$ cat src/rtl/cordic_nco_frontend.sv
// Phase-generation front end for the pipelined CORDIC rotator: an NCO with a
// double-buffered tuning word, continuous/burst sequencing and an output-valid delay line.
module cordic_nco_frontend #(
  parameter int XYWIDTH = 16,
  parameter int ZWIDTH  = 32,
  parameter int STAGE   = 16,
  parameter int BLW     = 16
) (
  input  logic               clk,
  input  logic               rst_n,
  input  logic               ce,
  input  logic               en,
  input  logic               start,
  input  logic [BLW-1:0]     burst_len,
  input  logic [ZWIDTH-1:0]  ftw_in,
  input  logic               ftw_ld,
  input  logic [ZWIDTH-1:0]  pow_in,
  input  logic               phase_clr,
  input  logic [XYWIDTH-1:0] amp_in,
  output logic [ZWIDTH-1:0]  z0,
  output logic [XYWIDTH-1:0] x0,
  output logic [XYWIDTH-1:0] y0,
  output logic               z_valid,
  output logic               out_valid,
  output logic               busy,
  output logic               done
);

  typedef enum logic [1:0] {S_IDLE, S_RUN, S_BURST, S_FLUSH} state_t;

  state_t             state, state_nxt;
  logic [ZWIDTH-1:0]  acc, ftw_act, ftw_shd, ftw_eff;
  logic               pend;
  logic [BLW-1:0]     cnt;
  logic               from_burst;
  logic [STAGE-1:0]   dly;
  logic               active, issue_ok, tick, drained, done_nxt;

  assign active   = (state == S_RUN) || (state == S_BURST);
  // RUN stops issuing in the same cycle en is sampled low.
  assign issue_ok = ((state == S_RUN) && en) || (state == S_BURST);
  assign tick     = ce && issue_ok && !phase_clr;
  // The sample issued on the FLUSH entry edge is still in z_valid, not yet in dly.
  assign drained  = (dly == '0) && !z_valid;
  assign ftw_eff  = ftw_ld ? ftw_in : (pend ? ftw_shd : ftw_act);

  assign out_valid = dly[STAGE-1];

  always_comb begin
    // NOTE: defaults first so every path assigns every output; no latches.
    state_nxt = state;
    done_nxt  = 1'b0;
    case (state)
      S_IDLE: begin
        if (en)         state_nxt = S_RUN;
        else if (start) state_nxt = S_BURST;
      end
      S_RUN:   if (!en) state_nxt = S_FLUSH;
      S_BURST: if (tick && (cnt == BLW'(1))) state_nxt = S_FLUSH;
      S_FLUSH: begin
        if (drained) begin
          state_nxt = S_IDLE;
          done_nxt  = from_burst;
        end
      end
      default: state_nxt = S_IDLE;
    endcase
  end

  // NOTE: sequential state uses non-blocking assignments so all registers update together.
  always_ff @(posedge clk or negedge rst_n) begin
    if (!rst_n) begin
      state <= S_IDLE;
      busy  <= 1'b0;
      done  <= 1'b0;
    end else begin
      state <= state_nxt;
      busy  <= (state_nxt != S_IDLE);
      done  <= done_nxt;
    end
  end

  always_ff @(posedge clk or negedge rst_n) begin
    if (!rst_n) begin
      cnt        <= '0;
      from_burst <= 1'b0;
    end else if (state == S_IDLE) begin
      if (en) begin
        from_burst <= 1'b0;
      end else if (start) begin
        cnt        <= (burst_len == '0) ? BLW'(1) : burst_len;
        from_burst <= 1'b1;
      end
    end else if ((state == S_BURST) && tick) begin
      cnt <= cnt - BLW'(1);
    end
  end

  always_ff @(posedge clk or negedge rst_n) begin
    if (!rst_n) begin
      acc     <= '0;
      ftw_act <= '0;
      ftw_shd <= '0;
      pend    <= 1'b0;
      z0      <= '0;
      x0      <= '0;
      y0      <= '0;
      z_valid <= 1'b0;
      dly     <= '0;
    end else begin
      z_valid <= tick;
      dly     <= {dly[STAGE-2:0], z_valid};

      if (tick) begin
        z0 <= acc + pow_in;
        x0 <= amp_in;
        y0 <= '0;
      end

      if (phase_clr)  acc <= '0;
      else if (tick)  acc <= acc + ftw_eff;

      // Outside RUN/BURST there is no sample to align to, so a new word takes effect at once.
      if (!active) begin
        if (ftw_ld) begin
          ftw_act <= ftw_in;
          ftw_shd <= ftw_in;
          pend    <= 1'b0;
        end
      end else if (tick) begin
        ftw_act <= ftw_eff;
        pend    <= 1'b0;
        if (ftw_ld) ftw_shd <= ftw_in;
      end else if (ftw_ld) begin
        ftw_shd <= ftw_in;
        pend    <= 1'b1;
      end
    end
  end

endmodule

$ cat config.mk
export PLATFORM = sky130hd
export DESIGN_NAME = cordic_nco_frontend
export DESIGN_NICKNAME = d
export VERILOG_FILES = /design/src/rtl/cordic_nco_frontend.sv
export SDC_FILE = /design/constraint.sdc
export NUM_CORES = 1
export LEC_CHECK = 0
export CAP_MARGIN = 5
export CORE_MARGIN = 3
export CORE_UTILIZATION = 35
export DETAILED_ROUTE_END_ITERATION = 8
export GPL_TIMING_DRIVEN = 0
export SLEW_MARGIN = 10
export SYNTH_ARGS = -nofsm -noshare
export SYNTH_HDL_FRONTEND = slang
export SYNTH_SLANG_ARGS = --single-unit
$ cat constraint.sdc
create_clock -name clk -period 3.5 [get_ports clk]
set_input_delay 0.7 -clock clk [delete_from_list [all_inputs] [get_ports clk]]
set_output_delay 0.7 -clock clk [all_outputs]
set_load 0.02 [all_outputs]
Word-level counts from Yosys, hierarchy flattened
Index checks and enable logic that the tools add are counted.
- bitwise logic cells: 0
- div/mod/pow operators: 0
- mux-type cells: 26
- eq/ne operators: 7
- add/subtract/negate cells: 3
- shift-type cells: 0
- $mul: 0
- reductions and logical operators: 23
- magnitude comparators: 0
- operators by type and width (kind ; count):
    2-to-1 mux 32 bit ; 7
    2-to-1 mux 16 bit ; 5
    adder 32 bit ; 2
    zero test 16 bit ; 2
    == test 16 x 1 -> 1 bit (second input constant) ; 1
    subtractor 16 x 1 -> 16 bit (second input constant) ; 1
    nonzero test 2 bit ; 6
    2-to-1 mux 2 bit ; 5
    2-to-1 mux 1 bit ; 8
    one-hot mux 2 bit (4 select lines) ; 1
    logical AND 1 bit ; 6
    AND reduction 2 bit ; 3
    == test 2 bit (second input constant) ; 2
    inequality test 2 bit (second input constant) ; 2
    AND reduction 3 bit ; 1
    == test 2 x 1 -> 1 bit (second input constant) ; 1
    zero test 1 bit ; 2
    zero test 2 bit ; 1
    logical OR 1 bit ; 2
    inequality test 2 x 1 -> 1 bit (second input constant) ; 1
- bits of input ports: 103
- logic and storage cells: 72
- register bits after elaboration: 183
- memories kept: 0
- latch bits: 0
- ROM bits: 0
- RAM bits: 0

Depth between registers and ports, before layout
- word-level depth: 9
- depth in mapped cells: 17
- mapped depth without buffers: 14

Worst setup path before layout
Ideal clock, no wire load.
- path kind: input port to flip-flop
- from: input port ftw_ld
- to: register acc[25]
- path buffers: 4
- data required time: 3.418 ns
- library setup time: 0.082 ns
- stages on the path: 15
- slack: -0.264 ns
- data arrival time: 3.682 ns
- cell sequence: clkbuf_1 clkbuf_1 clkbuf_1 nand2_1 o21ai_0 ha_1 buf_6 a21o_1 a21o_1 a21oi_2 o211ai_2 a31o_4 a41o_1 or4b_1 a31oi_1
- longest elaborated chain between the ends: 4
- RTL lines (element ; line ; RTL):
    start: declaration ; 16 ; input logic ftw_ld,
    2-to-1 mux 32 bit ; 45 ; assign ftw_eff = ftw_ld ? ftw_in : (pend ? ftw_shd : ftw_act);
    adder 32 bit ; 121 ; else if (tick) acc <= acc + ftw_eff;
    2-to-1 mux 32 bit ; 121 ;
    2-to-1 mux 32 bit ; 120 ; if (phase_clr) acc <= '0;
    end signal: assignment ; 121 ;
    end: declaration ; 32 ; logic [ZWIDTH-1:0] acc, ftw_act, ftw_shd, ftw_eff;
Every way passes these cells. The select of a mux whose other input is x is not followed.
A chain may end at the register's enable or synchronous reset.

Final worst setup path
- from: input port ftw_in[1]
- to: register acc[31]
- longest elaborated chain between the ends: 4
- RTL lines (element ; line ; RTL):
    start: declaration ; 15 ; input logic [ZWIDTH-1:0] ftw_in,
    2-to-1 mux 32 bit ; 45 ;
    adder 32 bit ; 121 ;
    2-to-1 mux 32 bit ; 121 ;
    2-to-1 mux 32 bit ; 120 ;
Every way passes these cells. The select of a mux whose other input is x is not followed.

==> flow_summary.yaml <==
logic_synthesis:
  synthAdderAreaFrac_pct: 8.13
  synthXorXnorAreaFrac_pct: 3.89
  synth-compound-area-share_pct: 21.1
  synthArstFlopShare_pct: 100
  ys_top_cells_by_area: "dfrtp_1, o21ai_0, ha_1, nand2_1, mux2i_1"
  ys_seq_area_share_pct: 40.6
  yosysWarnings: 0
  syn_area_mm2: 0.0113
  synth_mux_area_share_pct: 6.15
  synth_edf_count: 0
  synth_ff_type: "dfrtp_1"
  synth_top_area_cell: "dfrtp_1"
  synth_top_area_share_pct: 40.6
  yosys.area_share.simple_pct: 14.5
  syn_inst: 1274
  synth_top_family_by_area: "compound AO/OA/AOI/OAI gates"
  avgSynthCellArea_um2: 8.84
  synth_cell_type_count: 79
  synth_seq_cells: 183
timing:
  rsz0062_at_grt: "true"
  worst_pin_slew_ns: 0.894
  maxSlewViolCount: 0
  hold_violations: 0
  min_period_ns: 3.40
  max_slew_margin_pct: 39.9
  max_freq_mhz: 294
  post-route-period-util_pct: 97.2
  clock_skew_ns: 0.0137
  setup_viol: 0
global_route:
  antenna_found_initial: 0
  grt_pass1_vias: 9498
  grt-ovfl-total: 0
  grt_max_degree: 104
  grt_pass1_wl_um: 50900
  track_usage_pct: 18.5
worst_setup_path:
  reg2reg_depth: 13
  critical_path.cell_chain: "clkdlybuf4s50_1, nand2_1, o21ai_2, ha_1, a21o_1, a21oi_4, o211a_1, o31ai_4, a32o_2, nor4b_1, or3b_2, nand3_1, mux2_2"
  arrival_ns: 3.73
  max_stage_delay_ns: 0.48
  r2r_end: "acc[31]"
  cpMaxStageDelayCell: "clkdlybuf4s50_1"
  r2r_start: "pend"
  critPathMaxFanout: 3
  start_kind: "primary input"
  ff2ff_setup_slack_ns: 0.14
  crit_type: "primary input to flip-flop"
  cp.required_ns: 3.83
  crit_path_end_kind: "flip-flop"
routing:
  dr.first_iter.drc_count: 443
  ant_nets: 0
  drc_errors: 0
  wire_per_inst_um: 16.8
  vias: 9794
  viasPerCell: 5.18
  routed_wl_um: 31800
  first_pass_iters: 5
cells_and_area:
  diodes: 0
  fillers: 3048
  nets: 1650
  postLayoutCellArea_mm2: 0.0143
  layout-drive-gt1-share_pct: 8.74
  area_growth_pct: 26.6
clocking:
  holdBufCountCts: 0
  cts_root_buf: "clkbuf_16"
  clockBufferDepth: 2
  path_clk_slew_ns: 0.07
  cts_tree: "yes"
  numCtsBuffers: 17
  cts_max_level: 4
  clkSinkCount: 183
  clk_latency_ns: 0.45
placement:
  hpwl_um: 23800
  port_buffers: 152
  place_area_mm2: 0.0134
  place.gp.congestion: 0.862
outcome:
  status: "completed"
die:
  die_h_um: 185
  die-width_um: 185
  rows: 65
  die_area_mm2: 0.0344
  start_util_pct: 35.6
  ios: 171
  coreArea_mm2: 0.0316
pwr:
  leakage_nw: 6.73
  p_total_mw: 10.4
  p_per_area_mw_per_mm2: 732
  vdd_drop_max_mv: 0.395
flow_run:
  cap_violations: 0
hold_path:
  hp-class: "primary input to async pin"
## placed cells by master (no fill, tap or decap), types with 5 or more instances in the layout
cell type,count
ha_1,65
o21ai_1,9
conb_1,16
a21o_1,34
o21ai_2,7
inv_6,6
nand2b_1,13
inv_1,57
mux2i_1,66
nand3_1,14
nor2_1,49
clkbuf_16,17
nand4_1,6
nand2_1,226
nand3b_1,5
clkbuf_1,36
nor3_1,11
buf_4,34
nor4_1,12
o21a_1,8
buf_6,5
dfrtp_1,182
a211oi_1,9
xnor2_1,28
a31oi_1,10
a21oi_1,83
a22oi_1,7
xor2_1,22
o21bai_1,5
o211ai_1,5
o21ai_0,171
clkdlybuf4s50_1,150
## worst max-delay path, delay by kind of cell
family	cells	cell delay [ns]
compound gates	6	1.16
simple gates	4	0.76
buf+inv	1	0.48
mux	1	0.33
fa+ha+maj	1	0.28
## what timing repair did
action | CTS | global route
gates resized for setup | 26 | 37
buffers inserted | 4 | 12
setup endpoints to repair | 19 | 14
pin swaps | 5 | 18
## how the worst max path moves through the flow
| stage | cells past startpoint | endpoint | slack, ns | start |
|---|---|---|---|---|
| final | 13 | acc[31] | 0.1 | ftw_in[1] |
| after global placement | 1 | ftw_act[5] | -6.30 | rst_n |
| after floorplan | 15 | acc[31] | 0.0004 | ftw_ld |
| after detailed placement | 17 | acc[30] | -0.89 | ftw_ld |
| after global routing | 15 | acc[28] | -0.05 | pend |
| after CTS | 13 | acc[29] | 0.003 | pend |
## state kept, by name, indices dropped and copies added, names as in the netlist
register / cells
acc: 32
ftw_act: 32
ftw_shd: 32
z0: 32
cnt: 16
dly: 16
x0: 16
state: 2
busy: 1
done: 1
from_burst: 1
pend: 1
z_valid: 1
## layout make-up
type | instances | area, um^2 | share of cell area [%]
clock buffers | 18 | 429 | 3.01
flip-flops and latches | 183 | 4580 | 32.1
well taps | 402 | 503 | 3.53
clock inverters | 13 | 145 | 1.02
multi-input cells | 973 | 6250 | 43.8
inverters | 57 | 214 | 1.50
repair buffers | 169 | 1680 | 11.8
plain buffers | 74 | 464 | 3.25
## cells in the mapped netlist (8+ instances only)
cell        n
a211oi_1    9
a21o_1     34
a21oi_1    86
a31oi_1    12
buf_4      16
clkbuf_1   47
dfrtp_1   183
ha_1       70
inv_1      57
mux2i_1    67
nand2_1   226
nand2b_1   13
nand3_1    14
nor2_1     49
nor3_1     11
nor4_1     13
o21a_1      8
o21ai_0   184
xnor2_1    28
xor2_1     22
## through the flow
| stage | instances | hold WS (ns) | TNS (ns) | setup slack [ns] | utilization, % |
|---|---|---|---|---|---|
| 5_1_grt | 1889 | 0.294 | -0.220 | -0.0514 | 45.1 |
| 4_1_cts | 1878 | 0.270 | 0 | 0.00260 | 44.4 |
| 3_5_place_dp | 1844 | 0.352 | -12.55 | -0.894 | 42.3 |
| 3_3_place_gp | 1843 | 0.350 | -1158.39 | -6.30 | 42.2 |
| 2_1_floorplan | 1289 | 0.346 | 0 | 0.000377 | - |
| 6_report | 1889 | 0.251 | 0 | 0.0996 | 45.1 |
## layer usage
metal	global-route usage, %	wire length [um]	vias to the layer above
li1	-	-	4862
met1	25.0	14600	4726
met2	31.8	15800	179
met3	2.59	1060	27
met4	4.05	353	0
met5	0	0	-
## kinds of logic after synthesis
kind of cell	after synthesis
compound gates	398
simple gates	368
buf+inv	133
other cells	1
mux	69
flops	183
xor+xnor	50
fa+ha+maj	72
## power breakdown
group / leakage (nW) / switching, mW / internal [mW] / total [mW]
Combinational: 4.12 / 2.92 / 2.26 / 5.18
Clock: 0.274 / 0.916 / 1.06 / 1.98
Sequential: 2.33 / 0.489 / 2.80 / 3.29
Total: 6.73 / 4.32 / 6.12 / 10.4
Note: power is estimated with default switching activity, not from simulation.
